File: src/rtl/modred_stream_ctrl.sv
// Streaming wrapper around the Barrett reducer: operand issue with credit-based flow control,
// modulus configuration holding, and an output FIFO that absorbs every non-stallable result.
module modred_stream_ctrl #(
    parameter int DATA_LENGTH = 64,
    parameter int FIFO_DEPTH  = 8,
    parameter int CNT_W       = $clog2(FIFO_DEPTH) + 1
) (
    input  logic                   clk_i,
    input  logic                   rst_ni,
    input  logic                   cfg_we_i,
    input  logic [DATA_LENGTH-1:0] cfg_q_i,
    input  logic [DATA_LENGTH-1:0] cfg_q_bl_i,
    input  logic [DATA_LENGTH-1:0] cfg_mu_i,
    input  logic                   s_valid_i,
    output logic                   s_ready_o,
    input  logic [DATA_LENGTH-1:0] s_data_i,
    output logic                   start_o,
    output logic [DATA_LENGTH-1:0] x_o,
    output logic [DATA_LENGTH-1:0] q_o,
    output logic [DATA_LENGTH-1:0] q_bl_o,
    output logic [DATA_LENGTH-1:0] mu_o,
    input  logic                   res_valid_i,
    input  logic [DATA_LENGTH-1:0] res_data_i,
    output logic                   m_valid_o,
    input  logic                   m_ready_i,
    output logic [DATA_LENGTH-1:0] m_data_o,
    output logic                   busy_o,
    output logic                   err_o
);
    localparam int PTR_W = (FIFO_DEPTH > 1) ? $clog2(FIFO_DEPTH) : 1;
    localparam logic [CNT_W:0]   DEPTH_EXT = (CNT_W + 1)'(FIFO_DEPTH);
    localparam logic [CNT_W-1:0] DEPTH_CNT = CNT_W'(FIFO_DEPTH);

    logic                   cfg_loaded_q, cfg_loaded_d;
    logic [DATA_LENGTH-1:0] q_q, q_d, q_bl_q, q_bl_d, mu_q, mu_d;
    logic                   start_q, start_d;
    logic [DATA_LENGTH-1:0] x_q, x_d;
    logic [CNT_W-1:0]       in_flight_q, in_flight_d;
    logic [CNT_W-1:0]       count_q, count_d;
    logic [PTR_W-1:0]       wr_ptr_q, wr_ptr_d, rd_ptr_q, rd_ptr_d;
    logic                   err_q, err_d;
    logic [DATA_LENGTH-1:0] mem_q [FIFO_DEPTH];

    logic           busy, s_ready, issue, res_hit, full, push, pop, cfg_ok;
    logic [CNT_W:0] occ;

    always_comb begin
        busy    = (in_flight_q != '0) || (count_q != '0);
        // Every issued operand owns a slot: in-flight results plus queued results never exceed depth.
        occ     = {1'b0, in_flight_q} + {1'b0, count_q};
        s_ready = cfg_loaded_q && (occ < DEPTH_EXT);
        issue   = s_valid_i && s_ready;
        res_hit = res_valid_i && (in_flight_q != '0);
        full    = (count_q == DEPTH_CNT);
        push    = res_hit && !full;
        pop     = (count_q != '0) && m_ready_i;
        cfg_ok  = cfg_we_i && !busy;
    end

    always_comb begin
        cfg_loaded_d = cfg_loaded_q | cfg_ok;
        q_d          = cfg_ok ? cfg_q_i    : q_q;
        q_bl_d       = cfg_ok ? cfg_q_bl_i : q_bl_q;
        mu_d         = cfg_ok ? cfg_mu_i   : mu_q;
        start_d      = issue;
        x_d          = issue ? s_data_i : x_q;
        in_flight_d  = in_flight_q + CNT_W'(issue) - CNT_W'(res_hit);
        count_d      = count_q + CNT_W'(push) - CNT_W'(pop);
        wr_ptr_d     = push ? wr_ptr_q + PTR_W'(1) : wr_ptr_q;
        rd_ptr_d     = pop  ? rd_ptr_q + PTR_W'(1) : rd_ptr_q;
        err_d        = err_q
                     | (cfg_we_i && busy)
                     | (res_valid_i && (in_flight_q == '0))
                     | (res_hit && full);
    end

    always_ff @(posedge clk_i or negedge rst_ni) begin
        if (!rst_ni) begin
            cfg_loaded_q <= 1'b0;
            q_q          <= '0;
            q_bl_q       <= '0;
            mu_q         <= '0;
            start_q      <= 1'b0;
            x_q          <= '0;
            in_flight_q  <= '0;
            count_q      <= '0;
            wr_ptr_q     <= '0;
            rd_ptr_q     <= '0;
            err_q        <= 1'b0;
        end else begin
            cfg_loaded_q <= cfg_loaded_d;
            q_q          <= q_d;
            q_bl_q       <= q_bl_d;
            mu_q         <= mu_d;
            start_q      <= start_d;
            x_q          <= x_d;
            in_flight_q  <= in_flight_d;
            count_q      <= count_d;
            wr_ptr_q     <= wr_ptr_d;
            rd_ptr_q     <= rd_ptr_d;
            err_q        <= err_d;
        end
    end

    // Storage needs no reset: an empty count makes stale entries invisible.
    always_ff @(posedge clk_i) begin
        if (push) begin
            mem_q[wr_ptr_q] <= res_data_i;
        end
    end

    assign s_ready_o = s_ready;
    assign start_o   = start_q;
    assign x_o       = x_q;
    assign q_o       = q_q;
    assign q_bl_o    = q_bl_q;
    assign mu_o      = mu_q;
    assign m_valid_o = (count_q != '0);
    assign m_data_o  = mem_q[rd_ptr_q];
    assign busy_o    = busy;
    assign err_o     = err_q;
endmodule
File: config.mk
export PLATFORM = sky130hd
export DESIGN_NAME = modred_stream_ctrl
export DESIGN_NICKNAME = d
export VERILOG_FILES = /design/src/rtl/modred_stream_ctrl.sv
export SDC_FILE = /design/constraint.sdc
export NUM_CORES = 1
export LEC_CHECK = 0
export ABC_AREA = 0
export CORE_MARGIN = 8
export CORE_UTILIZATION = 44
export DETAILED_ROUTE_END_ITERATION = 8
export GPL_TIMING_DRIVEN = 0
export PLACE_DENSITY = 0.82
export REMOVE_ABC_BUFFERS = 1
export SLEW_MARGIN = 20
export SYNTH_ARGS = -nofsm -noshare
export SYNTH_HDL_FRONTEND = slang
export SYNTH_SLANG_ARGS = --single-unit
File: constraint.sdc
create_clock -name clk_i -period 7.85 [get_ports clk_i]
set_clock_uncertainty 0.2 [all_clocks]
set_input_delay 0.785 -clock clk_i [delete_from_list [all_inputs] [get_ports clk_i]]
set_output_delay 0.785 -clock clk_i [all_outputs]
set_load 0.1 [all_outputs]
# [Yosys cells after proc, flatten, opt, wreduce, memory -nomap -nowiden]
# Memories as Yosys holds them, arrays and structs flattened.
# Index checks and enable logic that the tools add are counted.
[totals] memories=1 latch_bits=0 word_cells=42 inputBits=326 out_inout_bits=325 mem_bits_rw=512 mem_bits_ro=0 register_bits=273
[op_classes] reduce_logical=15 magnitude_cmp=1 n_eq_ne=1 n_addsub=7 muxes=2 shift=0 div=0 bitwise_logic=4 n_mul=0
[mem_list] name="mem_q" words=8 word_bits=64 rd=1 rd_ports_with_merged_regs=0 wr=1 line_no="42" text="logic [DATA_LENGTH-1:0] mem_q [FIFO_DEPTH];"
[ops] cell="1-bit logical AND" count=9
[ops] cell="4-bit by 1-bit adder with 4-bit output" count=2
[ops] cell="4-bit nonzero test" count=2
[ops] cell="4-bit by 1-bit subtractor with 4-bit output" count=2
[ops] cell="3-bit by 1-bit adder with 3-bit output, second input constant" count=2
[ops] cell="4-bit by 4-bit adder with 5-bit output" count=1
[ops] cell="5-bit by 4-bit < comparator with 1-bit output, second input constant" count=1
[ops] cell="4-bit equality test, second input constant" count=1
[ops] cell="4-bit logical NOT" count=1
[ops] cell="1-bit OR" count=4
[ops] cell="1-bit logical NOT" count=2
[ops] cell="1-bit two-way mux" count=2
[ops] cell="1-bit logical OR" count=1

# [Longest topological paths before layout]
# Gate-level depths: netlist of the first run.
[depth] depth_word=6 depth_mapped=12 ltp_nobuf=12

# [Worst setup path before layout of the first run]
# No wires, ideal clock.
[synth_path] kind="reg2reg" start="register in_flight_q[2]" end="memory mem_q[1][0] (enable)" slack_ps=-37 setup_ps=644 synth_period_minus_slack_ps=7887 required_ps=7006 stages_incl_launch_ff=6 arrival_ps=7043 n_path_buf=0 cell_sequence="dfrtp_1 -> inv_1 -> ha_1 -> nor3b_1 -> nand2b_1 -> nor4_1"
[synth_between] elab_chain_cells=5
[synth_rtl] item="start: declaration" line_no="38" text="logic [CNT_W-1:0] in_flight_q, in_flight_d;"
[synth_rtl] item="start signal: assignment" line_no="97" text="in_flight_q <= in_flight_d;"
[synth_rtl] item="4-bit nonzero test" line_no="53" text="res_hit = res_valid_i && (in_flight_q != '0);"
[synth_rtl] item="1-bit logical AND" line_no="53"
[synth_rtl] item="1-bit logical AND" line_no="55" text="push = res_hit && !full;"
[synth_rtl] item="1-bit two-way mux" line_no="107" text="if (push) begin"
[synth_rtl] item="1-bit two-way mux (not written as such)" line_no="108" text="mem_q[wr_ptr_q] <= res_data_i;"
[synth_rtl] item="end: declaration" line_no="42"
# Every way passes these cells.

# [Final worst setup path of the first run]
[layout_path] start="register rd_ptr_q[0]" end="output port m_data_o[40]"
[layout_between] elab_chain_cells=1
[layout_rtl] item="start: declaration" line_no="40" text="logic [PTR_W-1:0] wr_ptr_q, wr_ptr_d, rd_ptr_q, rd_ptr_d;"
[layout_rtl] item="start signal: assignment" line_no="100" text="rd_ptr_q <= rd_ptr_d;"
[layout_rtl] item="memory read 8 x 64 bit"
[layout_rtl] item="end: declaration" line_no="26" text="output logic [DATA_LENGTH-1:0] m_data_o,"
# Every way passes these cells.

==> flow_metrics.env, run 1 <==
export IMPL_status="finished clean"
export IMPL_tns_ns=0
export IMPL_die_x_um=276
export IMPL_rsz0062_at_grt="false"
export IMPL_route_detailed_drc=0
export IMPL_yosysTopAreaCell="edfxtp_1"
export IMPL_clkLatencyLatePin_ns=0.61
export IMPL_path_buf_inv=4
export IMPL_cts_root_buf="clkbuf_16"
export IMPL_multi_input_area_mm2=0.00725
export IMPL_drv_cap=0
export IMPL_critPathKind="reg2out"
export IMPL_final_cell_mix="604 x clkdlybuf4s50_1, 512 x edfxtp_1, 282 x mux2_2"
export IMPL_ys_seq_area_share_pct=74.6
export IMPL_arrival_ns=3.92
export IMPL_hold_viol=0
export IMPL_num_rows=95
export IMPL_grt_first_pass_wirelength_mm=135
export IMPL_grt_pass1_vias=17700
export IMPL_drt_total_wl_mm=95.3
export IMPL_grt_total_usage_pct=24.7
export IMPL_dpl_cell_area_mm2=0.0381
export IMPL_path_cells="buf_16 > buf_12 > buf_16 > mux4_2 > mux2_2 > clkdlybuf4s50_1"
export IMPL_final_cell_area_mm2=0.0409
export IMPL_syn_area_mm2=0.0298
export IMPL_fmax_mhz=204
export IMPL_finalCritPeriodShare_pct=62.5
export IMPL_crit_slowest_cell="clkdlybuf4s50_1"
export IMPL_antenna_found_initial=29
export IMPL_wire_per_inst_um=30.9
export IMPL_core_area_mm2=0.0670
export IMPL_syn_inst=1376
export IMPL_slowest_delay_ns=0.98
export IMPL_crit_path_max_fanout=34
export IMPL_syn_area_per_cell_um2=21.6
export IMPL_viasPerCell=5.37
export IMPL_htreeDepth=3
export IMPL_firstDrtPassIters=7
export IMPL_critical_path_endpoint_type="output port"
export IMPL_num_io_pins=651
export IMPL_start_util_pct=44.4
export IMPL_ant_nets=0
export IMPL_dp_hpwl_mm=73.9
export IMPL_via_count=16600
export IMPL_hp_class="reg2reg"
export IMPL_yosysUniqueCellTypes=31
export IMPL_stdcell_count=3085
export IMPL_yosysTopAreaCellShare_pct=51.6
export IMPL_cts_tree="built"
export IMPL_ys_seq_elements=785
export IMPL_setup_viol=0
export IMPL_finalMaxSlewViolations=0
export IMPL_dp_slack_ns=3.55
export IMPL_max_clock_path_buffers=3
export IMPL_die_area_mm2=0.0762
export IMPL_grt_ovfl_total=0
export IMPL_cpMostUsedCell="buf_16"
export IMPL_setup_slack_ns=2.94
export IMPL_areaGrowthSynthToFinish_pct=37.5
export IMPL_seqCellArea_mm2=0.0222
export IMPL_numPortBuffers=650
export IMPL_drive_above_1_share_pct=32.7
export IMPL_gp_congestion=0.933
export IMPL_clk_pin_slew_ns=0.06
export IMPL_tightest_slew_ns=1.21
export IMPL_min_period_ns=4.91
export IMPL_nFillCells=4726
export IMPL_numCtsBuffers=82
export IMPL_crit_family="buffers and inverters"
export IMPL_chipHeight_um=276
export IMPL_relSlewSlack_pct=19.1
export IMPL_synthTopCellsByArea="edfxtp_1 52%, dfrtp_1 23%, mux2_2 11%, mux4_2 9.7%, mux2_4 2.0%"
export IMPL_grt_max_degree=99
export IMPL_postCtsSetupRepairBufs=0
export IMPL_critPathLaunchType="register"
export IMPL_dpl_cell_count=2919
export IMPL_drt_iter0_markers=1160
export IMPL_cts_sink_count=785
export IMPL_layout_commonest_cell="clkdlybuf4s50_1"
export IMPL_layout_nets=2475
export IMPL_cp_required_ns=6.86
export IMPL_yosysWarnings=0
-- registers in the layout (all words and copies together) (netlist names), 3 cells and up --
| signal | count |
|---|---|
| wr_ptr_q | 3 |
| count_q | 4 |
| mu_o | 64 |
| x_o | 64 |
| rd_ptr_q | 3 |
| in_flight_q | 4 |
| q_o | 64 |
| q_bl_o | 64 |
| mem_q | 512 |
-- cells in the mapped netlist, drive strengths merged --
cell / number
a211o: 1
a21o: 2
a21oi: 3
a221o: 1
a31o: 1
buf: 41
clkbuf: 22
dfrtp: 273
edfxtp: 512
fa: 2
ha: 16
inv: 18
mux2: 322
mux4: 128
nand2: 3
nand2b: 2
nand3: 3
nand3b: 3
nand4b: 1
nor2: 3
nor2b: 1
nor3: 4
nor3b: 2
nor4: 1
or3b: 2
or4b: 1
xnor2: 6
xor2: 2
-- metal layers --
metal	up-vias	track usage, %	share of wire, %	routed length (um)
met5	-	0	0.22	207
met4	32	7.40	2.8	2680
met3	136	9.00	9.1	8710
met2	677	43.9	52	49900
met1	8710	27.5	35	33800
li1	7003	-	-	-
-- cell families (layout without fill, tap and decap cells) --
group                      after synthesis  count (layout)  share of synthesized area [%]
other                                    0              11                              0
muxes                                  450             450                           22.4
and+or+nand+nor                         26              26                          0.525
xor gates and xnor gates                 8               8                          0.235
DFF                                    785             785                           74.6
adders and majority gates               18              18                          0.807
buffers and inverters                   81             906                           1.28
AOI/OAI and AO/OA                        8               8                          0.193
-- final cells by class --
| class | instances | share of cell area, % |
|---|---|---|
| Tap cell | 873 | 2.67 |
| Clock inverter | 47 | 1.37 |
| Timing Repair Buffer | 734 | 18.2 |
| Sequential cell | 785 | 54.3 |
| Antenna cell | 11 | 0.0672 |
| Multi-Input combinational cell | 510 | 17.7 |
| Clock buffer | 107 | 5.57 |
| Inverter | 18 | 0.165 |
-- worst paths after layout --
path / from / end / slack, ns / depth (start not counted)
max: rd_ptr_q[0]$_DFFE_PN0P_ / m_data_o[40] / 2.94 / 6
min: cfg_loaded_q$_DFF_PN0_ / cfg_loaded_q$_DFF_PN0_ / 0.28 / 1
max reg2reg: in_flight_q[2]$_DFF_PN0_ / mem_q[1][60]$_DFFE_PP_ / 4.39 / 10
min reg2reg: cfg_loaded_q$_DFF_PN0_ / cfg_loaded_q$_DFF_PN0_ / 0.28 / 1
max in group asynchronous: rst_ni / q_bl_o[50]$_DFFE_PN0P_ / 5.42 / 5
min in group asynchronous: rst_ni / x_o[44]$_DFFE_PN0P_ / 0.43 / 2
-- what timing repair did --
action	CTS	global route
gates resized for setup	0	0
hold buffers	1	0
hold endpoints to repair	33	0
-- stage by stage --
stage | util, % | hold WS (ns)
5_1_grt | 61.0 | 0.295
2_1_floorplan | - | 0.225
3_5_place_dp | 56.8 | 0.263
4_1_cts | 61.0 | 0.277
3_3_place_gp | 55.3 | 0.241
6_report | 61.1 | 0.278
Power of run 1 is left out: the tool's default activity adds up to more than one toggle a clock period on the data nets, which glitch-free logic cannot reach.
==> run 2, diff against run 1 <==
- PLACE_DENSITY: 0.82 -> 0.79
- clock period: 7.85 -> 4.9 ns (I/O delays scaled with it)
==> run 2 against run 1 <==
  * First-iteration DRC count down 7.9%
  * Register-to-register slack lost 3.2 ns
  * Sequential share of layout area is 0.15 points higher
  * Critical endpoint is now m_data_o[29]
  * Largest cell class unchanged
==> flow_metrics.env, run 2 (synthesized netlist as in run 1, its figures left out) <==
export IMPL_route_detailed_drc=0
export IMPL_tightest_slew_ns=1.19
export IMPL_gp_congestion=0.945
export IMPL_stdcell_count=3077
export IMPL_hp_class="in2async"
export IMPL_layout_nets=2472
export IMPL_grt_max_degree=90
export IMPL_min_period_ns=4.56
export IMPL_worst_r2r_cell_count=10
export IMPL_seqCellArea_mm2=0.0222
export IMPL_firstDrtPassIters=5
export IMPL_antenna_found_initial=29
export IMPL_die_x_um=276
export IMPL_critical_path_endpoint_type="output port"
export IMPL_critPathKind="reg2out"
export IMPL_layout_commonest_cell="clkdlybuf4s50_1"
export IMPL_registers_top_by_ff_count="mem_q"
export IMPL_max_clock_path_buffers=3
export IMPL_finalMaxSlewViolations=0
export IMPL_cts_root_buf="clkbuf_16"
export IMPL_clkLatencyLatePin_ns=0.61
export IMPL_crit_path_max_fanout=28
export IMPL_grt_first_pass_wirelength_mm=131
export IMPL_viasPerCell=5.35
export IMPL_grt_pass1_vias=17800
export IMPL_numCtsBuffers=83
export IMPL_drv_cap=0
export IMPL_die_area_mm2=0.0762
export IMPL_cp_required_ns=4.21
export IMPL_htreeDepth=3
export IMPL_utilization_pct=60.9
export IMPL_nFillCells=4773
export IMPL_num_rows=95
export IMPL_grt_ovfl_total=0
export IMPL_final_cell_mix="613 x clkdlybuf4s50_1, 512 x edfxtp_1, 282 x mux2_2"
export IMPL_arrival_ns=3.87
export IMPL_r2r_end="mem_q[1][3]$_DFFE_PP_"
export IMPL_ant_nets=0
export IMPL_grt_total_usage_pct=23.5
export IMPL_cts_sink_count=785
export IMPL_hold_viol=0
export IMPL_regToRegStartpoint="in_flight_q[2]$_DFF_PN0_"
export IMPL_drt_iter0_markers=1068
export IMPL_multi_input_area_mm2=0.00725
export IMPL_wire_per_inst_um=29.5
export IMPL_rsz0062_at_grt="false"
export IMPL_areaGrowthSynthToFinish_pct=37.1
export IMPL_dpl_cell_count=2915
export IMPL_numPortBuffers=650
export IMPL_setup_viol=0
export IMPL_clk_pin_slew_ns=0.06
export IMPL_core_area_mm2=0.0670
export IMPL_drt_total_wl_mm=90.8
export IMPL_relSlewSlack_pct=20.7
export IMPL_dp_hpwl_mm=69.4
export IMPL_cts_tree="built"
export IMPL_chipHeight_um=276
export IMPL_via_count=16500
export IMPL_finalCritPeriodShare_pct=93.0
export IMPL_cts_resized_gates=0
export IMPL_fmax_mhz=219
export IMPL_status="finished clean"
export IMPL_critPathLaunchType="register"
export IMPL_drive_above_1_share_pct=32.2
export IMPL_num_io_pins=651
export IMPL_whs_ns=0.206
export IMPL_ff2ff_setup_slack_ns=1.20
export IMPL_start_util_pct=44.4
export IMPL_largest_register_ffs=512
==> run 2: what timing repair did <==
item | in CTS | in global routing
setup buffers | 0 | 0
hold buffers | 1 | 0
endpoints found under the setup margin | 0 | 0
endpoints found under the hold margin | 86 | 0
==> run 2: critical path, cell delays in order, from the launching register on <==
cell and delay [ns]:
dfrtp_4 0.82, buf_12 0.30, buf_12 0.27, mux4_2 0.54
mux2_2 0.28, clkdlybuf4s50_1 0.98
==> run 2: layout make-up <==
class / instances / area share (%)
sequential: 785 / 54.4
timing repair buffer: 730 / 17.9
multi-input combinational: 510 / 17.8
clock buffer: 113 / 5.71
tap: 873 / 2.68
clock inverter: 41 / 1.28
inverter: 18 / 0.165
antenna: 7 / 0.0429
==> run 2: per-layer routing <==
metal  up-vias  share of wire (%)  track usage (%)
met2       634                 51             40.6
met5         -               0.26                0
li1       6970                  -                -
met1      8659                 37             27.0
met3       173                7.6             7.61
met4        34                4.4             9.23
==> run 2: per-stage QoR <==
step | TNS [ns] | setup slack [ns] | cell area (um^2)
2_1_floorplan | -1118.68 | -2.99 | 29500
3_3_place_gp | -6646.69 | -10.13 | 37100
3_5_place_dp | 0 | 0.875 | 37900
4_1_cts | 0 | 0.200 | 40800
5_1_grt | 0 | 0.134 | 40800
6_report | 0 | 0.342 | 40800
==> run 2: how the worst max path moves through the flow <==
stage                             to                     start  cells after the start
6_report                m_data_o[29]   rd_ptr_q[0]$_DFFE_PN0P_                      5
5_1_grt                 m_data_o[29]   rd_ptr_q[0]$_DFFE_PN0P_                      5
4_1_cts                 m_data_o[29]   rd_ptr_q[0]$_DFFE_PN0P_                      5
3_5_place_dp            m_data_o[29]   rd_ptr_q[0]$_DFFE_PN0P_                      5
3_3_place_gp   mem_q[1][7]$_DFFE_PP_               res_valid_i                      3
2_1_floorplan  mem_q[1][0]$_DFFE_PP_  in_flight_q[2]$_DFF_PN0_                      5
Power of run 2 is left out for the same reason.
